### config.mk
export PLATFORM = sky130hd
export DESIGN_NAME = neuron_mac
export DESIGN_NICKNAME = d
export VERILOG_FILES = /design/src/rtl/neuron_mac.sv
export SDC_FILE = /design/constraint.sdc
export NUM_CORES = 1
export LEC_CHECK = 0
export CAP_MARGIN = 5
export CELL_PAD_IN_SITES_DETAIL_PLACEMENT = 0
export CELL_PAD_IN_SITES_GLOBAL_PLACEMENT = 1
export CORE_ASPECT_RATIO = 0.6
export CORE_MARGIN = 4
export CORE_UTILIZATION = 45
export DETAILED_ROUTE_END_ITERATION = 8
export PLACE_DENSITY_LB_ADDON = 0.1
export SYNTH_ARGS = -nofsm -noshare
export SYNTH_HDL_FRONTEND = slang
export SYNTH_SLANG_ARGS = --single-unit
### constraint.sdc
create_clock -name clk -period 11.2 [get_ports clk]
set_input_delay 1.12 -clock clk [delete_from_list [all_inputs] [get_ports clk]]
set_output_delay 1.12 -clock clk [all_outputs]
set_load 0.03 [all_outputs]
### src/rtl/neuron_mac.sv
// Sequential multiply-accumulate neuron: streams N_INPUTS (x, w) pairs, adds bias,
// then saturates to signed 16 bits with optional ReLU and holds the activation until accepted.
module neuron_mac #(
    parameter int N_INPUTS = 8,
    parameter int FRAC     = 8,
    parameter int ACC_W    = 24
) (
    input  logic        clk,
    input  logic        rst,
    input  logic        start,
    input  logic [15:0] bias,
    input  logic        relu_en,
    input  logic        in_valid,
    output logic        in_ready,
    input  logic [15:0] x,
    input  logic [15:0] w,
    output logic        out_valid,
    input  logic        out_ready,
    output logic [15:0] y,
    output logic        overflow,
    output logic        busy
);

    localparam int CNT_W = (N_INPUTS < 2) ? 1 : $clog2(N_INPUTS + 1);
    localparam logic signed [ACC_W-1:0] SAT_MAX = ACC_W'(32'sd32767);
    localparam logic signed [ACC_W-1:0] SAT_MIN = ACC_W'(-32'sd32768);

    typedef enum logic [1:0] {
        ST_IDLE = 2'd0,
        ST_ACC  = 2'd1,
        ST_OUT  = 2'd2
    } state_t;

    state_t                    state_r, state_s;
    logic signed [ACC_W-1:0]   acc_r, acc_s;
    logic [CNT_W-1:0]          cnt_r, cnt_s;
    logic                      relu_r, relu_s;
    logic [15:0]               y_r, y_s;
    logic                      overflow_r, overflow_s;
    logic                      in_ready_r, out_valid_r, busy_r;

    logic signed [31:0]        prod_s;
    logic signed [31:0]        ps_s;
    logic signed [ACC_W-1:0]   ps_ext_s;
    logic signed [ACC_W-1:0]   acc_sum_s;
    logic [16:0]               res_s;
    logic                      beat_s;

    // Clamp the wide accumulator into Q8.8, then apply ReLU; returns {overflow, y}.
    function automatic logic [16:0] sat_relu(input logic signed [ACC_W-1:0] a,
                                             input logic relu);
        logic [15:0] v;
        logic        o;
        if (a > SAT_MAX) begin
            v = 16'h7FFF;
            o = 1'b1;
        end else if (a < SAT_MIN) begin
            v = 16'h8000;
            o = 1'b1;
        end else begin
            v = a[15:0];
            o = 1'b0;
        end
        if (relu && v[15]) begin
            v = 16'h0000;
        end else begin
            v = v;
        end
        return {o, v};
    endfunction

    assign prod_s    = $signed(x) * $signed(w);
    assign ps_s      = prod_s >>> FRAC;
    assign ps_ext_s  = ACC_W'(ps_s);
    assign acc_sum_s = acc_r + ps_ext_s;
    assign res_s     = sat_relu(acc_sum_s, relu_r);
    assign beat_s    = in_valid && (state_r == ST_ACC);

    // Next-state and datapath update for the IDLE/ACC/OUT sequence.
    always_comb begin
        state_s    = state_r;
        acc_s      = acc_r;
        cnt_s      = cnt_r;
        relu_s     = relu_r;
        y_s        = y_r;
        overflow_s = overflow_r;
        case (state_r)
            ST_IDLE: begin
                if (start) begin
                    state_s = ST_ACC;
                    acc_s   = ACC_W'($signed(bias));
                    cnt_s   = {CNT_W{1'b0}};
                    relu_s  = relu_en;
                end else begin
                    state_s = ST_IDLE;
                end
            end
            ST_ACC: begin
                if (beat_s) begin
                    acc_s = acc_sum_s;
                    cnt_s = cnt_r + CNT_W'(1);
                    if (cnt_r == CNT_W'(N_INPUTS - 1)) begin
                        state_s    = ST_OUT;
                        y_s        = res_s[15:0];
                        overflow_s = res_s[16];
                    end else begin
                        state_s = ST_ACC;
                    end
                end else begin
                    state_s = ST_ACC;
                end
            end
            ST_OUT: begin
                if (out_ready) begin
                    state_s = ST_IDLE;
                end else begin
                    state_s = ST_OUT;
                end
            end
            default: begin
                state_s = ST_IDLE;
            end
        endcase
    end

    // State, datapath and handshake registers; handshake flags follow the next state.
    always_ff @(posedge clk) begin
        if (rst) begin
            state_r     <= ST_IDLE;
            acc_r       <= {ACC_W{1'b0}};
            cnt_r       <= {CNT_W{1'b0}};
            relu_r      <= 1'b0;
            y_r         <= 16'h0000;
            overflow_r  <= 1'b0;
            in_ready_r  <= 1'b0;
            out_valid_r <= 1'b0;
            busy_r      <= 1'b0;
        end else begin
            state_r     <= state_s;
            acc_r       <= acc_s;
            cnt_r       <= cnt_s;
            relu_r      <= relu_s;
            y_r         <= y_s;
            overflow_r  <= overflow_s;
            in_ready_r  <= (state_s == ST_ACC);
            out_valid_r <= (state_s == ST_OUT);
            busy_r      <= (state_s != ST_IDLE);
        end
    end

    assign in_ready  = in_ready_r;
    assign out_valid = out_valid_r;
    assign y         = y_r;
    assign overflow  = overflow_r;
    assign busy      = busy_r;

endmodule

==> flow_summary.yaml <==
grt:
  overflow: 0
  grt_first_pass_wirelength_um: 51500
  grt_use_total_pct: 20.8
  grt_pass1_vias: 9675
  antenna_found_initial: 0
  grt_max_degree: 42
floorplanning:
  initial_core_util_pct: 45.8
  row_count: 47
  dieWidth_um: 225
  pin_count: 74
  die_h_um: 138
  die_area_mm2: 0.0310
  core_mm2: 0.0276
cells_and_area:
  final_common_cell: "inv_1"
  num-fill-cells: 2680
  area_growth_pct: 9.58
  register_area_mm2: 0.00102
  multi_input_area_mm2: 0.0103
  drive_above_1_share_pct: 1.91
  nets: 1887
  mostFrequentLayoutCells: "303 x inv_1, 262 x fa_1, 171 x nand2_1"
  insertedDiodeCount: 0
placed_design:
  hpwlAfterDp_um: 26200
  port_buffers: 73
  gp_congestion: 0.823
routing:
  remaining_drc_errors: 0
  viasPerCell: 5.11
  wirelength_um: 30500
  vias: 9368
  dr.pass1.iters: 5
  wl_per_cell_um: 16.6
  drtIter0Drc: 524
  drtAntennaViolNets: 0
critical_path:
  rrSetupSlack_ns: 7.25
  r2r_cells: 14
  required_ns: 11.43
  worst_path_largest_cell_delay_ns: 0.84
  setup.worst_path.end_class: "flop"
  start_kind: "input port"
  critPathArrivalTime_ns: 10.59
  crit_fanout: 16
  cp_common_cell: "fa_1"
  rr_startpoint: "acc_r[0]"
  path_class: "input port to flop"
  reg2reg_to: "y[0]"
  crit_path_top_delay_cell: "clkdlybuf4s50_1"
clocking:
  cts.sinks: 51
  clock_path_buffers: 2
  clk_pin_slew_worst_paths_ns: 0.06
  numCtsBuffers: 5
  root_buffer: "clkbuf_16"
  hold_buffers: 0
  htree_levels: 2
  clock_latency_ns: 0.30
  post_cts_buffers: 0
  cts.repair.resized: 0
  cts_tree: "built"
status:
  status: "complete, no violations"
timing:
  grt_setup_unrepaired: "false"
  finClkSkew_ns: 0.00720
  worst_pin_slew_ns: 1.15
  setup_violations: 0
  hold_viol_final: 0
  final_max_slew_viol_count: 0
  max_freq_ghz: 0.0966
  tns_ns: 0
  finalCriticalPeriod_ns: 10.35
  min_period_over_period_pct: 92.4
  relSlewSlack_pct: 22.8
synthesis:
  synth_area_per_cell_um2: 8.89
  syn_inst: 1424
  seq_area_frac_synth_pct: 8.06
  synth_edf_count: 0
  syn-cell-area_mm2: 0.0127
  synthArstFlopShare_pct: 0
  synth-seq-cells: 51
  synth_ff_type: "dfxtp_1"
  yosysWarnings: 0
  synthesis.nets: 1845
  synth_cell_types: 56
worst_hold_path:
  min_path_type: "flop to flop"
  hold_depth: 2
  hold_start: "y[15]"
  min_to: "y[15]"
flow_run:
  maxCapViolations: 0
-- kinds of logic (layout without fill, tap and decap cells) --
logic type | after synthesis | in the layout | share of synthesized area, %
compound gates | 164 | 164 | 9.19
flops | 51 | 51 | 8.06
fa+ha+maj | 367 | 367 | 51.8
mux | 1 | 1 | 0.0790
simple gates | 434 | 434 | 16.5
buf+inv | 355 | 396 | 10.6
xor+xnor | 52 | 52 | 3.72
-- routing by layer --
layer	wire, um	global-route usage, %	share of wire, %
met1	15400	32.6	50
met2	13600	32.0	45
met3	1410	3.30	4.6
met4	107	1.05	0.35
met5	0	0	0
-- final cells by class --
type,instances,share of cell area (%)
timing repair buffer,87,6.02
inverter,303,8.20
clock buffer,6,0.929
multi-input combinational,1018,74.2
sequential,51,7.36
tap,367,3.31
-- cell usage after synthesis, types with 11 or more instances --
library cell | n | area (um^2)
dfxtp_1 | 51 | 1020
fa_1 | 262 | 5250
ha_1 | 105 | 1310
and2_1 | 122 | 763
a21oi_1 | 51 | 255
xor2_1 | 11 | 96.3
nor3_1 | 16 | 80.1
a221o_1 | 15 | 150
o21ai_0 | 18 | 90.1
xnor2_1 | 40 | 350
nor2_1 | 70 | 263
nand2_1 | 171 | 642
clkbuf_1 | 46 | 173
inv_1 | 303 | 1140
a311oi_1 | 14 | 123
-- worst max-delay path by stage --
stage,from,end,slack (ns),depth (start not counted)
final,x[8],y[0],0.85,31
after detailed placement,x[11],y[1],0.58,30
after global placement,x[8],y[0],0.63,31
after floorplan,w[1],overflow,2.24,32
after global routing,x[8],y[1],0.30,31
after CTS,x[11],y[0],0.85,30
-- worst max-delay path, delay by kind of cell --
| kind | cells | cell delay, ns |
|---|---|---|
| compound gates | 14 | 3.79 |
| simple gates | 2 | 0.58 |
| buf+inv | 5 | 1.05 |
| fa+ha+maj | 8 | 3.70 |
| xor+xnor | 2 | 0.33 |
-- sequential cells by signal, summed over array words and instances, names as in the netlist --
register and count:
busy 1, in_ready 1, cnt_r 4, overflow 1
acc_r 24, y 16, relu_r 1, state_r 2
out_valid 1
-- stage by stage --
step                      util [%]  setup WS (ns)  cells  hold WS, ns  cell area, um^2
after floorplan                  -           2.24   1424        0.436            12700
after global placement        49.7          0.633   1826        0.440            13700
after detailed placement      49.7          0.583   1826        0.449            13700
after CTS                     50.2          0.852   1832        0.458            13900
after global routing          50.2          0.299   1832        0.503            13900
final                         50.2          0.850   1832        0.458            13900
Power is left out: the tool's default activity adds up to more than one toggle a clock period on the data nets, which glitch-free logic cannot reach.
